### config.mk
export PLATFORM = sky130hd
export DESIGN_NAME = fetch_queue_flat
export DESIGN_NICKNAME = d
export VERILOG_FILES = /design/src/rtl/fetch_queue_if.sv /design/src/rtl/fetch_queue.sv /design/src/flat_wrapper.sv
export SDC_FILE = /design/constraint.sdc
export NUM_CORES = 1
export LEC_CHECK = 0
export BUFFER_PORTS_ARGS = -buffer_cell sky130_fd_sc_hd__buf_2
export CELL_PAD_IN_SITES_DETAIL_PLACEMENT = 1
export CELL_PAD_IN_SITES_GLOBAL_PLACEMENT = 1
export CORE_MARGIN = 3
export CORE_UTILIZATION = 48
export CTS_CLUSTER_SIZE = 16
export DETAILED_ROUTE_END_ITERATION = 7
export GPL_TIMING_DRIVEN = 0
export PLACE_DENSITY_LB_ADDON = 0.1
export SLEW_MARGIN = 20
export SYNTH_ARGS = -nofsm -noshare
export SYNTH_HDL_FRONTEND = slang
export SYNTH_SLANG_ARGS = --single-unit
### constraint.sdc
create_clock -name clock -period 4 [get_ports clock]
set_input_delay 0.6 -clock clock [delete_from_list [all_inputs] [get_ports clock]]
set_output_delay 0.6 -clock clock [all_outputs]
set_load 0.005 [all_outputs]
### src/rtl/fetch_queue_if.sv
// rtl/fetch_queue_if.sv - ROM request/return and decode handshake bundle for fetch_queue
interface fetch_queue_if #(
    parameter int PC_W    = 12,
    parameter int INSTR_W = 15,
    parameter int DEPTH   = 4
);
    logic [PC_W-1:0]              rom_addr;
    logic                         rom_req;
    logic [INSTR_W-1:0]           rom_data;
    logic                         redirect;
    logic [PC_W-1:0]              redirect_pc;
    logic                         hold;
    logic                         instr_valid;
    logic [INSTR_W-1:0]           instr;
    logic [PC_W-1:0]              instr_pc;
    logic                         instr_ready;
    logic [$clog2(DEPTH+1)-1:0]   count;

    // master is the prefetch unit; slave is the ROM/execute/decode side
    modport master (
        output rom_addr, rom_req, instr_valid, instr, instr_pc, count,
        input  rom_data, redirect, redirect_pc, hold, instr_ready
    );
    modport slave (
        input  rom_addr, rom_req, instr_valid, instr, instr_pc, count,
        output rom_data, redirect, redirect_pc, hold, instr_ready
    );
endinterface

### src/rtl/fetch_queue.sv
// rtl/fetch_queue.sv - PC generator plus DEPTH-entry instruction queue between ROM and decode
module fetch_queue #(
    parameter int              PC_W     = 12,
    parameter int              INSTR_W  = 15,
    parameter int              DEPTH    = 4,
    parameter logic [PC_W-1:0] RESET_PC = PC_W'(12'o4000)
) (
    input  logic          clock,
    input  logic          reset_n,
    fetch_queue_if.master bus
);
    localparam int CW = $clog2(DEPTH + 1);
    localparam int PW = $clog2(DEPTH);

    logic [PC_W-1:0]    fetch_pc_q, fetch_pc_d;
    logic               inflight_q, inflight_d;
    logic [PC_W-1:0]    inflight_pc_q, inflight_pc_d;
    logic [PW-1:0]      rd_ptr_q, rd_ptr_d;
    logic [PW-1:0]      wr_ptr_q, wr_ptr_d;
    logic [CW-1:0]      count_q, count_d;
    logic [INSTR_W-1:0] mem_instr_q [DEPTH];
    logic [PC_W-1:0]    mem_pc_q    [DEPTH];

    logic               valid;
    logic               pop;
    logic               push;
    logic               req;
    logic [CW:0]        occupancy;

    assign valid = (count_q != '0) & ~bus.redirect;
    assign pop   = valid & bus.instr_ready;
    assign push  = inflight_q & ~bus.redirect;

    // Credits cover both queued entries and the word still in the ROM pipe,
    // so a landing word always has a free slot.
    assign occupancy = {1'b0, count_q} + (CW+1)'(inflight_q) - (CW+1)'(pop);
    assign req       = ~bus.redirect & ~bus.hold & (occupancy < (CW+1)'(DEPTH));

    assign bus.rom_addr    = fetch_pc_q;
    assign bus.rom_req     = req;
    assign bus.instr_valid = valid;
    assign bus.instr       = mem_instr_q[rd_ptr_q];
    assign bus.instr_pc    = mem_pc_q[rd_ptr_q];
    assign bus.count       = count_q;

    always_comb begin
        fetch_pc_d    = fetch_pc_q;
        inflight_d    = req;
        inflight_pc_d = inflight_pc_q;
        rd_ptr_d      = rd_ptr_q;
        wr_ptr_d      = wr_ptr_q;
        count_d       = count_q;
        if (req) begin
            fetch_pc_d    = fetch_pc_q + PC_W'(1);
            inflight_pc_d = fetch_pc_q;
        end
        if (bus.redirect) begin
            fetch_pc_d = bus.redirect_pc;
            rd_ptr_d   = '0;
            wr_ptr_d   = '0;
            count_d    = '0;
        end else begin
            if (pop)  rd_ptr_d = rd_ptr_q + PW'(1);
            if (push) wr_ptr_d = wr_ptr_q + PW'(1);
            count_d = count_q + CW'(push) - CW'(pop);
        end
    end

    always_ff @(posedge clock or negedge reset_n) begin
        if (!reset_n) begin
            fetch_pc_q    <= RESET_PC;
            inflight_q    <= 1'b0;
            inflight_pc_q <= '0;
            rd_ptr_q      <= '0;
            wr_ptr_q      <= '0;
            count_q       <= '0;
            for (int i = 0; i < DEPTH; i++) begin
                mem_instr_q[i] <= '0;
                mem_pc_q[i]    <= '0;
            end
        end else begin
            fetch_pc_q    <= fetch_pc_d;
            inflight_q    <= inflight_d;
            inflight_pc_q <= inflight_pc_d;
            rd_ptr_q      <= rd_ptr_d;
            wr_ptr_q      <= wr_ptr_d;
            count_q       <= count_d;
            if (push) begin
                mem_instr_q[wr_ptr_q] <= bus.rom_data;
                mem_pc_q[wr_ptr_q]    <= inflight_pc_q;
            end
        end
    end
endmodule

### src/flat_wrapper.sv
// flat-port wrapper written by rule: the top's interface ports become plain ports
module fetch_queue_flat 
#(
    parameter int              PC_W     = 12,
    parameter int              INSTR_W  = 15,
    parameter int              DEPTH    = 4,
    parameter logic [PC_W-1:0] RESET_PC = PC_W'(12'o4000)
)
  (clock, reset_n, bus_rom_addr, bus_rom_req, bus_instr_valid, bus_instr, bus_instr_pc, bus_count, bus_rom_data, bus_redirect, bus_redirect_pc, bus_hold, bus_instr_ready);
  fetch_queue_if #(.PC_W(PC_W), .INSTR_W(INSTR_W), .DEPTH(DEPTH)) bus_i ();
  input  logic clock;
  input  logic reset_n;
  output wire logic [$bits(bus_i.rom_addr)-1:0] bus_rom_addr;
  output wire logic [$bits(bus_i.rom_req)-1:0] bus_rom_req;
  output wire logic [$bits(bus_i.instr_valid)-1:0] bus_instr_valid;
  output wire logic [$bits(bus_i.instr)-1:0] bus_instr;
  output wire logic [$bits(bus_i.instr_pc)-1:0] bus_instr_pc;
  output wire logic [$bits(bus_i.count)-1:0] bus_count;
  input wire logic [$bits(bus_i.rom_data)-1:0] bus_rom_data;
  input wire logic [$bits(bus_i.redirect)-1:0] bus_redirect;
  input wire logic [$bits(bus_i.redirect_pc)-1:0] bus_redirect_pc;
  input wire logic [$bits(bus_i.hold)-1:0] bus_hold;
  input wire logic [$bits(bus_i.instr_ready)-1:0] bus_instr_ready;
  assign bus_rom_addr = bus_i.rom_addr;
  assign bus_rom_req = bus_i.rom_req;
  assign bus_instr_valid = bus_i.instr_valid;
  assign bus_instr = bus_i.instr;
  assign bus_instr_pc = bus_i.instr_pc;
  assign bus_count = bus_i.count;
  assign bus_i.rom_data = bus_rom_data;
  assign bus_i.redirect = bus_redirect;
  assign bus_i.redirect_pc = bus_redirect_pc;
  assign bus_i.hold = bus_hold;
  assign bus_i.instr_ready = bus_instr_ready;
  fetch_queue #(.PC_W(PC_W), .INSTR_W(INSTR_W), .DEPTH(DEPTH), .RESET_PC(RESET_PC)) u_core (.clock(clock), .reset_n(reset_n), .bus(bus_i));
endmodule
Yosys cells after proc, flatten, opt, wreduce, memory -nomap -nowiden

Index checks and enable logic that the tools add are counted.

Flip-flop bits (word level): 140
Logic and storage cells: 58

Add/sub/neg operators: 7
$lt $le $gt $ge: 4
Multiplexer cells: 19
Bitwise operators: 9
Reduce and logical (&&, ||, !) cells: 5

Operators by type and width:

| operator                | number |
|---|---|
| $bwmux W60              | 1 |
| $mux W12                | 5 |
| $bwmux W48              | 1 |
| $mux W15                | 3 |
| $bmux W15 S2            | 1 |
| $demux W15 S2           | 1 |
| $bmux W12 S2            | 1 |
| $demux W12 S2           | 1 |
| $add A12 B1 Y12 const B | 1 |
| $mux W2                 | 4 |
| $ge A3 B3 Y1 const B    | 2 |
| $not A2 Y3              | 2 |
| $reduce_bool A2 Y1      | 3 |
| $and A1 B1 Y1           | 5 |
| $add A2 B1 Y2 const B   | 2 |
| $add A3 B1 Y4           | 1 |
| $lt A4 B3 Y1 const B    | 1 |
| $sub A4 B1 Y4           | 1 |
| $add A3 B1 Y3           | 1 |
| $lt A3 B1 Y1 const B    | 1 |
| $mux W3                 | 1 |
| $reduce_bool A3 Y1      | 1 |
| $sub A3 B1 Y3           | 1 |
| $not A1 Y1              | 2 |
| $logic_and A1 B1 Y1     | 1 |

Depth between registers and ports, before layout

Depth after elaboration: 8
Mapped depth: 12
Gate-level depth less buffers: 10

Least setup slack after synthesis

No wires, ideal clock.

Path type: input to output
Start: in bus_redirect
End: out bus_rom_req
Arrival time: 2.928 ns
Required time: 3.400 ns
Setup slack: 0.472 ns
Cell stages on the path: 10
Path through: clkbuf_1 clkbuf_1 buf_1 nor2_1 ha_1 nand3b_2 a2111o_1 a21o_1 buf_6 inv_1

Cells in the longest elaborated chain, start to end: 6
Elaborated cells on any way between the ends: 7

RTL lines:

| element           | line                                 | text |
|---|---|---|
| start, declared   | flat_wrapper.sv:20                   | `input wire logic [$bits(bus_i.redirect)-1:0] bus_redirect;` |
| $not A1 Y1 (*)    | fetch_queue.sv:30, fetch_queue.sv:37 |  |
| $and A1 B1 Y1     | fetch_queue.sv:30                    | `assign valid = (count_q != '0) & ~bus.redirect;` |
| $and A1 B1 Y1     | fetch_queue.sv:31                    | `assign pop = valid & bus.instr_ready;` |
| $sub A4 B1 Y4     | fetch_queue.sv:36                    | `assign occupancy = {1'b0, count_q} + (CW+1)'(inflight_q) - (CW+1)'(pop);` |
| $lt A4 B3 Y1      | fetch_queue.sv:37                    | `assign req = ~bus.redirect & ~bus.hold & (occupancy < (CW+1)'(DEPTH));` |
| $and A1 B1 Y1 (*) | fetch_queue.sv:37                    |  |
| end, declared     | flat_wrapper.sv:14                   | `output wire logic [$bits(bus_i.rom_req)-1:0] bus_rom_req;` |

Every way passes the cells marked *; elsewhere a longest branch is shown, timed or not.

Final worst setup path

Ends and elaborated chain as after synthesis.

==> flow_summary.yaml <==
yosys:
  synth_edf_count: 0
  syn-cell-area_um2: 6510
  postSynthCellCount: 445
  avgSynthCellArea_um2: 14.6
  synth_top_flop_cell: "dfrtp_1"
  synth_cell_types: 45
  synth_nets: 487
  synth-seq-cells: 140
  ys_async_sr_fraction: 1.00
  synth_seq_area_share: 0.538
  synth_warnings: 0
detailed_routing:
  dr_wl_met2_mm: 7.72
  dr.pass1.iters: 4
  num_vias: 4146
  wirelength_mm: 15.2
  ant_nets: 0
  avgViaCountPerCell: 5.73
  highest_layer: "met4"
  wl_met3_um: 667
  wire_per_inst_um: 21.0
  drc: 0
  met1_length_mm: 6.56
  drt_iter0_drc: 237
clock_tree:
  cts_buffer_depth: 2
  clkTransAtPathRegs_ns: 0.05
  postCtsSetupRepairBufs: 0
  numClockSinks: 140
  clkLatencyLatePin_ns: 0.43
  htree_levels: 4
  tritoncts: "done"
  root_buffer: "clkbuf_16"
  numCtsBuffers: 17
die:
  initial_utilization: 0.503
  fp.dieW_um: 122
  dieArea_um2: 15000
  core_area_um2: 12900
  io_pins: 76
  row_count: 41
  die_h_um: 122
finish:
  multi_input_area_um2: 2840
  seq_area_um2: 3500
  syn_to_final_growth_pct: 19.3
  nets: 581
  drive_above_1_share: 0.486
  fillers: 1295
  antenna_cells: 0
  final_core_util: 0.601
sta:
  final.min_clock_period_ns: 3.74
  max-slew-margin-rel: 0.284
  slew_violations: 0
  clock_skew_ns: 0.0136
  rsz0062_at_grt: "no"
  finalSetupTns_ns: 0
  hold_ws_ns: 0.0574
  finalCritPeriodShare: 0.935
  setup_viol: 0
  hold_viol: 0
  postLayoutSetupSlackWorst_ns: 0.258
  max_clock_freq_mhz: 267
  tightest_slew_ns: 1.07
worst_setup_path:
  crit_type: "in2out"
  arrival_ns: 3.14
  crit_fanout: 12
  required_ns: 3.40
  r2r_setup_slack_ns: 1.07
  crit_path_start_kind: "input pin"
  end_kind: "primary output"
pwr:
  p_total_mw: 5.63
  vdd_drop_max_v: 0.000313
  p_leak_nw: 3.67
  power_density_nw_per_um2: 725
placement:
  dp_hpwl_mm: 10.1
  port_buffers: 75
  place.gp.congestion: 0.792
  pre_cts_slack_ns: -0.370
global_route:
  antenna_found_initial: 0
  grt_pass1_vias: 4688
  grt-ovfl-total: 0
  track_usage: 0.220
  grt_pass1_wl_mm: 24.8
  grt_max_degree: 101
flow_run:
  cap_violations: 0
worst_hold_path:
  holdCritPathClass: "in2async"
outcome:
  status: "finished clean"
[per-stage QoR]
step	area, um2	instances
global placement	7100	692
global route	7760	723
CTS	7760	723
finish	7760	723
detailed placement	7140	693
floorplan	6510	445
[cells by family after synthesis]
logic type / Yosys count / share of synthesized area
adder cells (fa/ha/maj): 10 / 0.0204
AO/OA/AOI/OAI: 34 / 0.0423
flip-flops: 140 / 0.538
AND/OR/NAND/NOR: 69 / 0.0590
XOR/XNOR: 5 / 0.00673
multiplexers: 148 / 0.307
buffers and inverters: 39 / 0.0260
[cells in the mapped netlist (3+ instances only)]
cell type  count  area, um2
nand3_1       11       55.1
ha_1           9        113
nand4_1        3       18.8
dfrtp_1      139       3480
a211o_1        5       43.8
buf_2         12       60.1
nor2_1        11       41.3
xor2_1         4       35.0
a22o_1         3       26.3
a21oi_1        7       35.0
nand2_1       13       48.8
mux2_4         8        120
mux4_2        27        608
clkbuf_1      12       45.0
nand2b_1       3       18.8
nand4b_1       4       35.0
and3_1         3       18.8
mux2_2       112       1260
o211ai_1       3       22.5
a2111o_1       5       56.3
inv_1         13       48.8
nor2b_1        9       56.3
[final timing paths]
path	cells past startpoint	startpoint	end
setup / recovery	13	bus_redirect	bus_rom_req
hold / removal	1	reset_n	u_core.mem_instr_q[36]
setup reg to reg	9	u_core.bus.count[1]	u_core.inflight_pc_q[8]
hold reg to reg	1	u_core.mem_instr_q[24]	u_core.mem_instr_q[24]
max in group asynchronous	2	reset_n	u_core.bus.rom_addr[11]
min in group clock	3	bus_redirect_pc[1]	u_core.bus.rom_addr[1]
[state kept, by name (all words and copies together) (netlist names)]
| name | cells |
|---|---|
| u_core.mem_pc_q | 48 |
| u_core.inflight_pc_q | 12 |
| u_core.mem_instr_q | 60 |
| u_core.bus.rom_addr | 12 |
| u_core.rd_ptr_q | 2 |
| u_core.wr_ptr_q | 2 |
| u_core.bus.count | 3 |
| u_core.inflight_q | 1 |
[metal layers]
layer  global-route usage  vias to the layer above
met1                0.283                     2180
met5                    0                        -
met3               0.0548                       18
li1                     -                     1849
met4               0.0742                        0
met2                0.367                       99
[cell usage in the layout, fill, tap and decap left out, drive strengths merged, types with 5 or more instances in the layout]
master | synthesis | routed
buf | 14 | 90
nor2b | 9 | 9
nor2 | 11 | 11
ha | 9 | 9
inv | 13 | 13
clkbuf | 12 | 36
mux2 | 120 | 120
dfrtp | 139 | 139
a211o | 5 | 5
nand2 | 13 | 13
a21oi | 7 | 7
nand3 | 11 | 11
a2111o | 5 | 5
mux4 | 27 | 27
[critical path: stages]
cell and delay (ns):
buf_2 0.18, clkbuf_2 0.23, buf_2 0.23, nor2_1 0.12, ha_1 0.19, inv_1 0.05
ha_1 0.28, nand3b_2 0.11, a2111o_1 0.51, a21o_1 0.26, buf_6 0.19, inv_1 0.07
buf_2 0.10
[timing repair]
item                                    CTS  global route
hold endpoints to repair                  0             0
hold buffers                              0             0
endpoints found under the setup margin    1             0
resized for setup                         2             0
[report_power, final]
| part | switching (mW) | leakage [nW] | internal [mW] |
|---|---|---|---|
| logic | 0.735 | 1.57 | 1.00 |
| registers | 0.351 | 1.80 | 1.86 |
| clock network | 0.576 | 0.304 | 1.11 |
[area by class of cell]
cell class	count	share of cell area
repair buffers	76	0.0532
clock buffers	25	0.0638
multi-input cells	266	0.365
clock inverters	6	0.0171
inverters	13	0.00629
well taps	172	0.0277
flip-flops and latches	140	0.451
plain buffers	25	0.0153
No activity file was read; power rests on OpenSTA's default activity.
